`src/rtl/ssp_fifo_pkg.sv`:
```
// ssp_fifo_pkg: shared sizing for the SSP Rx and Tx FIFOs.
//   SSP_DATA_WIDTH  default byte width of each entry
//   SSP_FIFO_DEPTH  default log2 of the entry count
//   SSP_PTR_WIDTH   pointer width (depth bits plus one wrap bit)
package ssp_fifo_pkg;
  localparam int SSP_DATA_WIDTH = 8;
  localparam int SSP_FIFO_DEPTH = 2;
  localparam int SSP_PTR_WIDTH  = SSP_FIFO_DEPTH + 1;
  function automatic int ssp_ptr_width(input int depth);
    return depth + 1;
  endfunction
endpackage

```
`src/rtl/ssp_tx_fifo_if.sv`:
```
// ssp_tx_fifo_if: APB push side and serializer pop side of the SSP Tx FIFO.
//   master: drives PSEL/PWRITE/PWDATA/TX_READY, observes data and flags
//   slave : the FIFO, drives TxDATA/TX_VALID/SSPTXINTR/EMPTY/LEVEL
//   TX_OVERRUN exists only when SSP_TX_OVERRUN_EN is defined
interface ssp_tx_fifo_if
  import ssp_fifo_pkg::*;
#(
  parameter int DATA_WIDTH = SSP_DATA_WIDTH,
  parameter int FIFO_DEPTH = SSP_FIFO_DEPTH
) ();
  logic                  PSEL;
  logic                  PWRITE;
  logic [DATA_WIDTH-1:0] PWDATA;
  logic                  TX_READY;
  logic [DATA_WIDTH-1:0] TxDATA;
  logic                  TX_VALID;
  logic                  SSPTXINTR;
  logic                  EMPTY;
  logic [FIFO_DEPTH:0]   LEVEL;
`ifdef SSP_TX_OVERRUN_EN
  logic                  TX_OVERRUN;
  modport master (output PSEL, PWRITE, PWDATA, TX_READY,
                  input TxDATA, TX_VALID, SSPTXINTR, EMPTY, LEVEL, TX_OVERRUN);
  modport slave  (input PSEL, PWRITE, PWDATA, TX_READY,
                  output TxDATA, TX_VALID, SSPTXINTR, EMPTY, LEVEL, TX_OVERRUN);
`else
  modport master (output PSEL, PWRITE, PWDATA, TX_READY,
                  input TxDATA, TX_VALID, SSPTXINTR, EMPTY, LEVEL);
  modport slave  (input PSEL, PWRITE, PWDATA, TX_READY,
                  output TxDATA, TX_VALID, SSPTXINTR, EMPTY, LEVEL);
`endif
endinterface

```
`src/rtl/ssp_fifo_mem.sv`:
```
// ssp_fifo_mem: 2**FIFO_DEPTH x DATA_WIDTH register array, one write port, async read.
//   clk      write clock (rising edge)
//   we_i     write enable
//   waddr_i  write address, wdata_i write data
//   raddr_i  read address,  rdata_o combinational read data
module ssp_fifo_mem
  import ssp_fifo_pkg::*;
#(
  parameter int DATA_WIDTH = SSP_DATA_WIDTH,
  parameter int FIFO_DEPTH = SSP_FIFO_DEPTH
) (
  input  logic                  clk,
  input  logic                  we_i,
  input  logic [FIFO_DEPTH-1:0] waddr_i,
  input  logic [DATA_WIDTH-1:0] wdata_i,
  input  logic [FIFO_DEPTH-1:0] raddr_i,
  output logic [DATA_WIDTH-1:0] rdata_o
);
  logic [DATA_WIDTH-1:0] mem_q [2**FIFO_DEPTH];
  always_ff @(posedge clk)
    if (we_i) mem_q[waddr_i] <= wdata_i;
  assign rdata_o = mem_q[raddr_i];
endmodule

```
`src/rtl/ssp_tx_fifo.sv`:
```
// ssp_tx_fifo: SSP transmit FIFO, APB pushes bytes, serializer pops with valid/ready.
//   PCLK   clock, all state on the rising edge
//   CLEAR  asynchronous active-high reset (pointers and flags; memory is kept)
//   bus    ssp_tx_fifo_if.slave: PSEL/PWRITE/PWDATA push, TX_READY pop,
//          TxDATA fall-through head, TX_VALID/EMPTY/SSPTXINTR/LEVEL status
//   Define SSP_TX_OVERRUN_EN to add the sticky TX_OVERRUN flag for dropped pushes.
module ssp_tx_fifo
  import ssp_fifo_pkg::*;
#(
  parameter int FIFO_DEPTH = SSP_FIFO_DEPTH,
  parameter int DATA_WIDTH = SSP_DATA_WIDTH
) (
  input logic          PCLK,
  input logic          CLEAR,
  ssp_tx_fifo_if.slave bus
);
  localparam int PW = ssp_ptr_width(FIFO_DEPTH);
  logic [PW-1:0] wr_ptr_q, wr_ptr_d, rd_ptr_q, rd_ptr_d;
  logic          full, empty, push, pop, wr_req;
  // Full when the slot indices meet but the writer has lapped the reader once.
  assign full     = (wr_ptr_q[FIFO_DEPTH-1:0] == rd_ptr_q[FIFO_DEPTH-1:0]) &&
                    (wr_ptr_q[FIFO_DEPTH] != rd_ptr_q[FIFO_DEPTH]);
  assign empty    = wr_ptr_q == rd_ptr_q;
  assign wr_req   = bus.PSEL & bus.PWRITE;
  assign push     = wr_req & ~full;
  assign pop      = ~empty & bus.TX_READY;
  assign wr_ptr_d = push ? wr_ptr_q + PW'(1) : wr_ptr_q;
  assign rd_ptr_d = pop ? rd_ptr_q + PW'(1) : rd_ptr_q;
  always_ff @(posedge PCLK or posedge CLEAR)
    if (CLEAR) begin
      wr_ptr_q <= '0;
      rd_ptr_q <= '0;
    end else begin
      wr_ptr_q <= wr_ptr_d;
      rd_ptr_q <= rd_ptr_d;
    end
  assign bus.EMPTY     = empty;
  assign bus.TX_VALID  = ~empty;
  assign bus.SSPTXINTR = full;
  assign bus.LEVEL     = wr_ptr_q - rd_ptr_q;
`ifdef SSP_TX_OVERRUN_EN
  logic overrun_q, overrun_d;
  assign overrun_d = overrun_q | (wr_req & full);
  always_ff @(posedge PCLK or posedge CLEAR)
    if (CLEAR) overrun_q <= 1'b0;
    else overrun_q <= overrun_d;
  assign bus.TX_OVERRUN = overrun_q;
`endif
  ssp_fifo_mem #(.DATA_WIDTH(DATA_WIDTH), .FIFO_DEPTH(FIFO_DEPTH)) u_mem (
    .clk    (PCLK),
    .we_i   (push),
    .waddr_i(wr_ptr_q[FIFO_DEPTH-1:0]),
    .wdata_i(bus.PWDATA),
    .raddr_i(rd_ptr_q[FIFO_DEPTH-1:0]),
    .rdata_o(bus.TxDATA)
  );
endmodule

```
`src/flat_wrapper.sv`:
```
// flat-port wrapper written by rule: the top's interface ports become plain ports
module ssp_tx_fifo_flat import ssp_fifo_pkg::*;
#(
  parameter int FIFO_DEPTH = SSP_FIFO_DEPTH,
  parameter int DATA_WIDTH = SSP_DATA_WIDTH
)
  (PCLK, CLEAR, bus_PSEL, bus_PWRITE, bus_PWDATA, bus_TX_READY, bus_TxDATA, bus_TX_VALID, bus_SSPTXINTR, bus_EMPTY, bus_LEVEL);
  ssp_tx_fifo_if #(.DATA_WIDTH(DATA_WIDTH), .FIFO_DEPTH(FIFO_DEPTH)) bus_i ();
  input logic PCLK;
  input logic CLEAR;
  input wire logic [$bits(bus_i.PSEL)-1:0] bus_PSEL;
  input wire logic [$bits(bus_i.PWRITE)-1:0] bus_PWRITE;
  input wire logic [$bits(bus_i.PWDATA)-1:0] bus_PWDATA;
  input wire logic [$bits(bus_i.TX_READY)-1:0] bus_TX_READY;
  output wire logic [$bits(bus_i.TxDATA)-1:0] bus_TxDATA;
  output wire logic [$bits(bus_i.TX_VALID)-1:0] bus_TX_VALID;
  output wire logic [$bits(bus_i.SSPTXINTR)-1:0] bus_SSPTXINTR;
  output wire logic [$bits(bus_i.EMPTY)-1:0] bus_EMPTY;
  output wire logic [$bits(bus_i.LEVEL)-1:0] bus_LEVEL;
  assign bus_i.PSEL = bus_PSEL;
  assign bus_i.PWRITE = bus_PWRITE;
  assign bus_i.PWDATA = bus_PWDATA;
  assign bus_i.TX_READY = bus_TX_READY;
  assign bus_TxDATA = bus_i.TxDATA;
  assign bus_TX_VALID = bus_i.TX_VALID;
  assign bus_SSPTXINTR = bus_i.SSPTXINTR;
  assign bus_EMPTY = bus_i.EMPTY;
  assign bus_LEVEL = bus_i.LEVEL;
  ssp_tx_fifo #(.FIFO_DEPTH(FIFO_DEPTH), .DATA_WIDTH(DATA_WIDTH)) u_core (.PCLK(PCLK), .CLEAR(CLEAR), .bus(bus_i));
endmodule
```
`config.mk`:
```
export PLATFORM = sky130hd
export DESIGN_NAME = ssp_tx_fifo_flat
export DESIGN_NICKNAME = d
export VERILOG_FILES = /design/src/rtl/ssp_fifo_pkg.sv /design/src/rtl/ssp_tx_fifo_if.sv /design/src/rtl/ssp_fifo_mem.sv /design/src/rtl/ssp_tx_fifo.sv /design/src/flat_wrapper.sv
export SDC_FILE = /design/constraint.sdc
export NUM_CORES = 1
export LEC_CHECK = 0
export ABC_AREA = 1
export CORE_ASPECT_RATIO = 0.7
export CORE_UTILIZATION = 52
export DETAILED_ROUTE_END_ITERATION = 8
export PLACE_DENSITY = 0.9
export SLEW_MARGIN = 20
export SYNTH_ARGS = -nofsm -noshare
export SYNTH_HDL_FRONTEND = slang
export SYNTH_SLANG_ARGS = --single-unit
```
`constraint.sdc`:
```
create_clock -name PCLK -period 2.5 [get_ports PCLK]
set_input_delay 0.5 -clock PCLK [delete_from_list [all_inputs] [get_ports PCLK]]
set_output_delay 0.5 -clock PCLK [all_outputs]
set_load 0.005 [all_outputs]
```
# Word-level counts from Yosys, hierarchy flattened
# Memories as Yosys holds them, arrays and structs flattened.
# Index checks and enable logic that the tools add are counted.
# Widths: inputs -> output; s select.
# op_classes
n_eq_ne,3
addsub,3
bitwise_logic,5
n_reduce_logical,1
muxes,2
# ops
op,count
$add 3x1->3 const B,2
$and 1x1->1,3
$eq 3x3->1,1
$sub 3x3->3,1
$eq 2x2->1,1
$mux 1,2
$not 1->1,2
$logic_and 1x1->1,1
$ne 1x1->1,1
# word_totals
mem_bits_rw,32
elab_cells,17
input_bits,13
out_inout_bits,14
reg_bits,6
memories,1
# mem_list
memory,words,word_bits,read_ports,rd_clocked_by_memory_dff,write_ports,line,text
u_core.u_mem.mem_q,4,8,1,0,1,ssp_fifo_mem.sv:19,logic [DATA_WIDTH-1:0] mem_q [2**FIFO_DEPTH];

# Logic depth before layout (Yosys ltp)
# Gate-level depths: netlist of run 1.
# depth
ltp_word,6
mapped_depth,9
depth_no_buf,8

# Cells and area by module
# Synthesis of run 1 repeated with hierarchy kept, for this count alone.
# hier_totals
cells_unflattened,190
area_unflattened_um2,1828.0
# modules_own_cells
module,seq_area_each_um2,area_per_inst_um2,cells_per_inst,instances
ssp_fifo_mem,960.9,1387.6,133,1
ssp_tx_fifo,150.1,440.4,57,1

# Worst setup path after synthesis of run 1
# Ideal clock, no wire load.
# synth_path
path_type,reg2reg
from,reg u_core.rd_ptr_q[1]
to,"mem u_core.u_mem.mem_q[3][0] (netlist name), enable pin"
setup_time_ps,370
path_stages_with_launch,9
t_required_ps,2130
n_path_buf,1
synth_period_minus_slack_ps,1988
t_arrival_ps,1618
slack_ps,512
path_cell_list,dfrtp_1 clkbuf_2 inv_1 ha_1 nand2_1 inv_1 nand3_2 inv_1 nor2_1
# synth_between
elab_chain_len,6
# synth_lines
element,line,text
"start, declared",ssp_tx_fifo.sv:18,"logic [PW-1:0] wr_ptr_q, wr_ptr_d, rd_ptr_q, rd_ptr_d;"
"start signal, assigned",ssp_tx_fifo.sv:35,rd_ptr_q <= rd_ptr_d;
$eq 2x2->1,ssp_tx_fifo.sv:21,assign full = (wr_ptr_q[FIFO_DEPTH-1:0] == rd_ptr_q[FIFO_DEPTH-1:0]) &&
$logic_and 1x1->1,ssp_tx_fifo.sv:21,
via bus_SSPTXINTR,flat_wrapper.sv:17,output wire logic [$bits(bus_i.SSPTXINTR)-1:0] bus_SSPTXINTR;
$not 1->1,ssp_tx_fifo.sv:25,assign push = wr_req & ~full;
$and 1x1->1,ssp_tx_fifo.sv:25,
$mux 1,ssp_fifo_mem.sv:21,if (we_i) mem_q[waddr_i] <= wdata_i;
$mux 1 (not written as such),ssp_fifo_mem.sv:21,
"end, declared",ssp_fifo_mem.sv:19,
# The timed path passes the listed nets, and every way through them passes these cells.

# Worst setup path in the final report of run 1
# layout_path
from,reg u_core.wr_ptr_q[0]
to,out bus_LEVEL[1]
# layout_between
elab_chain_len,1
# layout_lines
element,line,text
"start, declared",ssp_tx_fifo.sv:18,
"start signal, assigned",ssp_tx_fifo.sv:34,wr_ptr_q <= wr_ptr_d;
$sub 3x3->3,ssp_tx_fifo.sv:40,assign bus.LEVEL = wr_ptr_q - rd_ptr_q;
"end, declared",flat_wrapper.sv:19,output wire logic [$bits(bus_i.LEVEL)-1:0] bus_LEVEL;
# No other way between the ends.

==> impl_metrics.csv, run 1 <==
group,metric,value,unit
sta,fin_crit,2450,ps
setup_path,timing.rr.end,"u_core.u_mem.mem_q[1][1]",
clock_network,clock_sinks,38,
setup_path,endpoint_kind,"output pin",
power,clkPwrFrac,0.157,
floorplan,die_area,3480,um2
routing,ant_nets,0,
global_route,number_of_global_route_vias_before_repair,1201,
synthesis,synth_top_area_cell,"sky130_fd_sc_hd__edfxtp_1",
final_layout,antenna_cells,0,
power,comb_power_share,0.513,
outcome,run_status,"finished, final reports clean",
clock_network,cts.htree.levels,2,
setup_path,r2r_slack,760,ps
synthesis,synth_cell_type_count,21,
placement,place_inst,209,
setup_path,cp.arrival,1950,ps
power,static-leakage-power,0.000881,uW
setup_path,setup.worst_path.start_class,"flop",
routing,drc,0,
synthesis,synthArstFlopShare,0.158,
setup_path,crit_chain,"inv_2 -> ha_2 -> fa_1 -> inv_1 -> clkdlybuf4s50_1",
placement,placed_area,2030,um2
routing,drtIter0Drc,53,
floorplan,io_pins,27,
synthesis,synth-edff-count,32,
synthesis,synth_cells,143,
placement,final_replace_weighted_congestion,0.773,
flow_run,number_of_max_cap_violations,0,
synthesis,ys_seq_elements,38,
clock_network,hold_buffers_post_cts,0,
setup_path,rr_worst_depth,8,
final_layout,finish.utilization,0.731,
synthesis,ys_dominant_reg_cell,"sky130_fd_sc_hd__edfxtp_1",
hold_path,holdCritPathClass,"in -> async",
setup_path,timing.critical_path.slowest_stage_cell,"sky130_fd_sc_hd__clkdlybuf4s50_1",
final_layout,layout.cell_area.non_filler,2150,um2
power,total_switching_power,956,uW
final_layout,finalNonFillerCells,220,
setup_path,worstPathMaxFanout,4,
final_layout,post_route_cells_drive_above_1_share,0.147,
sta,hold_violation_total_from_the_final_report,0,
power,post-layout-total-power,2580,uW
power,pwr_density_cell,1200,nW/um2
synthesis,synth.top_cells.by_area,"sky130_fd_sc_hd__edfxtp_1 57%, sky130_fd_sc_hd__dfrtp_1 8.9%, sky130_fd_sc_hd__ha_1 5.2%",
floorplan,coreArea,2940,um2
sta,rsz_0062_raised_after_global_routing,"yes",
synthesis,syn-mean-instance-area,11.8,um2
routing,detail_route.first_pass.iterations,4,
clock_network,clockBufferDepth,2,
power,power.switching_fraction,0.370,
power,power.ir.vdd_worst,0.000653,V
setup_path,reg2reg_from,"u_core.wr_ptr_q[0]",
sta,final_min_period_over_clock_period,0.982,
global_route,grt_overflow,0,
clock_network,cts_inserted_buffers,5,
synthesis,synthesis.area,1690,um2
global_route,grt_use_total,0.223,
setup_path,critPathMaxStageDelay,490,ps
global_route,grt_antenna_before_repair,0,
clock_network,cts_root_buffer,"sky130_fd_sc_hd__clkbuf_8",
clock_network,tritoncts_clock_tree,"yes",
sta,max_slew.worst_pin.slew,289,ps
floorplan,floorplan.initialDensity,0.574,
setup_path,cp_num_buf_inv,3,
sta,fmax,408,MHz
sta,slew_viol_final,0,
setup_path,path_delay_family,"buffers and inverters",
synthesis,mappedNetlistNets,164,
power,cellInternalPower,1630,uW
sta,setup_viol_count_final,0,
placement,buffer_ports.inserted,26,
clock_network,clock_latency,300,ps
synthesis,synthMostInstantiatedCell,"sky130_fd_sc_hd__edfxtp_1",
power,share_seq_of_total_power,0.330,
setup_path,worstSetupPathType,"reg -> out",
synthesis,synth.yosys.warnings,0,
clock_network,clock_pin_slew_on_the_worst_setup_and_hold_paths,80,ps
routing,vias_per_cell,5.48,
sta,finalClockSkew,12.0,ps
global_route,grt_first_pass_wirelength,5630,um
synthesis,synth_largest_type_area_fraction,0.569,
routing,totalWireLength,3590,um
floorplan,chipHeight,49.7,um
sta,maxSlewHeadroom,0.807,
setup_path,crit_required,2000,ps
global_route,grt_start_max_net_pins,20,
routing,dr_total_vias,1206,
synthesis,synth_sequential_area_ratio,0.658,
routing,route.detailed.wl_per_inst,16.3,um
synthesis,synth.cells.most_frequent,"32 x sky130_fd_sc_hd__edfxtp_1, 20 x sky130_fd_sc_hd__nand2_1, 20 x sky130_fd_sc_hd__nor2_1, 15 x sky130_fd_sc_hd__inv_1, 15 x sky130_fd_sc_hd__o21ai_0",
placement,dpl.hpwl,2370,um
final_layout,synthToLayoutAreaGrowth,27.3,%
final_layout,post_layout_net_count,204,
floorplan,core.rowCount,16,
sta,setup_total_negative_slack,0,ps
floorplan,die-width,70.1,um
## routing by layer
metal	part of all wire	global-route usage	vias up
li1	-	-	565
met5	0	0	-
met3	0.040	0.0573	9
met4	0.022	0.0967	0
met1	0.43	0.251	597
met2	0.51	0.405	35
## repair_timing
action / 4_1_cts / 5_1_grt
endpoints found under the setup margin: 6 / 4
resized for setup: 4 / 4
setup buffers: 2 / 1
## flip-flops by register name, indices dropped and copies added, names as in the netlist
signal and count:
u_core.rd_ptr_q 3, u_core.u_mem.mem_q 32, u_core.wr_ptr_q 3
## metrics by stage
stage	hold WS (ps)	worst slack, ps
after floorplan	291	512
after global placement	516	292
after detailed placement	530	235
after CTS	457	1.05
after global routing	474	-9.00
final	445	46.2
## power by group through the flow
stage               Sequential [uW]  Combinational [uW]  Clock (uW)
detailed placement              879                1210           0
global placement                873                1150           0
global route                    861                1440         436
CTS                             856                1310         412
floorplan                       859                 643           0
finish                          853                1330         405
## worst max-delay path by stage
stage,start,to,slack [ps],cells past startpoint
6_report,u_core.wr_ptr_q[0],bus_LEVEL[1],50,5
4_1_cts,u_core.rd_ptr_q[0],bus_SSPTXINTR,1,6
5_1_grt,u_core.wr_ptr_q[0],bus_SSPTXINTR,-9,7
3_5_place_dp,u_core.wr_ptr_q[0],bus_LEVEL[2],230,5
3_3_place_gp,u_core.wr_ptr_q[0],bus_LEVEL[2],290,5
2_1_floorplan,u_core.rd_ptr_q[1],u_core.u_mem.mem_q[3][0],510,8
## cell usage in the layout, fill, tap and decap left out
master and instances:
sky130_fd_sc_hd__buf_4 11, sky130_fd_sc_hd__clkbuf_8 5, sky130_fd_sc_hd__clkdlybuf4s50_1 25, sky130_fd_sc_hd__clkinv_1 1, sky130_fd_sc_hd__clkinv_2 1, sky130_fd_sc_hd__clkinvlp_4 1
sky130_fd_sc_hd__dfrtp_1 6, sky130_fd_sc_hd__dlymetal6s2s_1 1, sky130_fd_sc_hd__edfxtp_1 32, sky130_fd_sc_hd__fa_1 1, sky130_fd_sc_hd__ha_1 6, sky130_fd_sc_hd__ha_2 1
sky130_fd_sc_hd__inv_1 12, sky130_fd_sc_hd__inv_2 3, sky130_fd_sc_hd__inv_6 1, sky130_fd_sc_hd__nand2_1 20, sky130_fd_sc_hd__nand2_2 1, sky130_fd_sc_hd__nand2_4 1
sky130_fd_sc_hd__nand3_1 6, sky130_fd_sc_hd__nand3_4 2, sky130_fd_sc_hd__nor2_1 20, sky130_fd_sc_hd__o21ai_0 15, sky130_fd_sc_hd__o21ai_1 1, sky130_fd_sc_hd__o22ai_1 8
sky130_fd_sc_hd__xor2_1 3
## layout make-up
type	count	area, um2
sequential	38	1110
fill	188	792
multi-input combinational	85	499
timing repair buffer	37	345
clock buffer	5	68.8
inverter	16	65.1
tap	36	45.0
clock inverter	3	16.3
## kinds of logic after synthesis
group | share of synthesized area
simple gates | 0.133
flops | 0.658
compound gates | 0.0770
buf+inv | 0.0526
fa+ha+maj | 0.0637
xor+xnor | 0.0156
No activity file was read; power rests on OpenSTA's default activity.
==> run 2: changes to the inputs <==
--- a/config.mk
+++ b/config.mk
@@ -6,7 +6,6 @@
 export NUM_CORES = 1
 export LEC_CHECK = 0
 export ABC_AREA = 1
-export CORE_ASPECT_RATIO = 0.7
 export CORE_UTILIZATION = 52
 export DETAILED_ROUTE_END_ITERATION = 8
 export PLACE_DENSITY = 0.9
==> run 2 against run 1 <==
Effect of this change: non-clock buffer count increased by 2; clock power decreased by 27%; largest cell class unchanged; sequential share of layout area increased by 0.42 points; final area decreased by 0.58%; setup slack improved by 72 ps.
==> impl_metrics.csv, run 2 (synthesis results as in run 1) <==
group,metric,value,unit
routing,drtIter0Drc,69,
routing,dr_total_vias,1194,
final_layout,finalNonFillerCells,230,
floorplan,coreArea,3080,um2
setup_path,setup.worst_path.start_class,"flop",
global_route,number_of_global_route_vias_before_repair,1184,
setup_path,timing.critical_path.slowest_stage_cell,"sky130_fd_sc_hd__clkdlybuf4s50_1",
clock_network,tritoncts_clock_tree,"yes",
placement,place_inst,217,
floorplan,io_pins,27,
flow_run,number_of_max_cap_violations,0,
final_layout,most_common_cell_after_layout_fill_and_taps_aside,"sky130_fd_sc_hd__edfxtp_1",
clock_network,clock_latency,320,ps
placement,dpl.hpwl,2420,um
floorplan,die_area,3480,um2
hold_path,holdCritPathClass,"in -> async",
final_layout,layout.filler_cells,220,
sta,fmax,420,MHz
clock_network,cts.htree.levels,2,
final_layout,layout_common_cells,"32 x sky130_fd_sc_hd__edfxtp_1, 23 x sky130_fd_sc_hd__clkdlybuf4s50_1, 20 x sky130_fd_sc_hd__nand2_1, 20 x sky130_fd_sc_hd__nor2_1, 15 x sky130_fd_sc_hd__o21ai_0",
final_layout,synthToLayoutAreaGrowth,26.6,%
final_layout,post_layout_net_count,206,
final_layout,finish.utilization,0.695,
setup_path,cp.arrival,1880,ps
setup_path,path_delay_family,"buffers and inverters",
sta,setup_viol_count_final,0,
sta,max_slew.worst_pin.slew,256,ps
setup_path,worstPathMaxFanout,19,
clock_network,hold_buffers_post_cts,0,
power,static-leakage-power,0.000889,uW
clock_network,clock_sinks,38,
sta,hold_violation_total_from_the_final_report,0,
floorplan,chipHeight,59.0,um
final_layout,largest-register,"u_core.u_mem.mem_q",
outcome,run_status,"finished, final reports clean",
sta,finalClockSkew,5.64,ps
placement,buffer_ports.inserted,26,
final_layout,layout_top_registers,"u_core.u_mem.mem_q x32, u_core.rd_ptr_q x3, u_core.wr_ptr_q x3",
global_route,grt_use_total,0.222,
routing,vias_per_cell,5.19,
global_route,grt_first_pass_wirelength,5490,um
sta,maxSlewHeadroom,0.829,
sta,rsz_0062_raised_after_global_routing,"no",
power,pwr_density_cell,1140,nW/um2
setup_path,path_depth,5,
placement,final_replace_weighted_congestion,0.830,
setup_path,cp_num_buf_inv,3,
sta,slew_viol_final,0,
clock_network,clock_pin_slew_on_the_worst_setup_and_hold_paths,110,ps
routing,ant_nets,0,
final_layout,post_route_cells_drive_above_1_share,0.156,
setup_path,endpoint_kind,"output pin",
clock_network,clockBufferDepth,2,
setup_path,rr_worst_depth,9,
floorplan,floorplan.initialDensity,0.549,
floorplan,die-width,59.0,um
setup_path,critPathMaxStageDelay,530,ps
final_layout,layout.cell_area.non_filler,2140,um2
setup_path,crit_required,2000,ps
power,power.ir.vdd_worst,0.000539,V
final_layout,largest_reg_flops,32,
setup_path,worstSetupPathType,"reg -> out",
placement,placed_area,2040,um2
global_route,grt_start_max_net_pins,20,
clock_network,cts_inserted_buffers,5,
sta,fin_crit,2380,ps
routing,route.detailed.wl_per_inst,15.0,um
global_route,grt_overflow,0,
global_route,grt_antenna_before_repair,0,
floorplan,core.rowCount,20,
routing,detail_route.first_pass.iterations,4,
sta,setup_total_negative_slack,0,ps
sta,final_min_period_over_clock_period,0.953,
routing,totalWireLength,3440,um
clock_network,cts_root_buffer,"sky130_fd_sc_hd__clkbuf_4",
setup_path,crit_chain,"buf_4 -> inv_6 -> nor2_1 -> o22ai_1 -> clkdlybuf4s50_1",
final_layout,antenna_cells,0,
routing,drc,0,
## run 2: final timing paths
| path | start | to | slack (ps) |
|---|---|---|---|
| setup / recovery | u_core.rd_ptr_q[0] | bus_TxDATA[4] | 120 |
| setup reg to reg | u_core.wr_ptr_q[0] | u_core.u_mem.mem_q[2][4] | 760 |
| max in group asynchronous | CLEAR | u_core.rd_ptr_q[1] | 1890 |
| min in group PCLK | u_core.rd_ptr_q[2] | u_core.rd_ptr_q[2] | 600 |
| hold / removal | CLEAR | u_core.wr_ptr_q[0] | 390 |
| hold reg to reg | u_core.rd_ptr_q[2] | u_core.rd_ptr_q[2] | 600 |
## run 2: power by group
group          internal [uW]  switching (uW)
clock                    105             189
combinational            640             648
sequential               798            62.3
## run 2: repair_timing
| item | in CTS | in global routing |
|---|---|---|
| gates resized for setup | 4 | 5 |
| endpoints found under the hold margin | 0 | 0 |
| gates cloned | 0 | 0 |
| setup endpoints to repair | 7 | 6 |
| setup buffers | 3 | 2 |
## run 2: metal layers
layer  vias up  routed length, um  global-route usage
met5         -                  0                   0
met4         0                 41               0.119
met3         7                148              0.0437
met2        41               1800               0.373
met1       569               1450               0.272
li1        577                  -                   -
## run 2: layout make-up
| type | instances | area [um2] | area share |
|---|---|---|---|
| Sequential cell | 38 | 1110 | 0.521 |
| Multi-Input combinational cell | 85 | 489 | 0.229 |
| Timing Repair Buffer | 39 | 362 | 0.169 |
| Inverter | 16 | 65.1 | 0.0304 |
| Tap cell | 44 | 55.1 | 0.0257 |
| Clock buffer | 5 | 37.5 | 0.0176 |
| Clock inverter | 3 | 16.3 | 0.00761 |
## run 2: stage by stage
step / hold slack, ps / power [uW] / worst slack [ps]
final: 393 / 2440 / 118
after global routing: 397 / 2620 / 24.9
after CTS: 386 / 2430 / 18.1
after detailed placement: 540 / 2110 / 212
after global placement: 510 / 2030 / 290
after floorplan: 291 / 1500 / 512
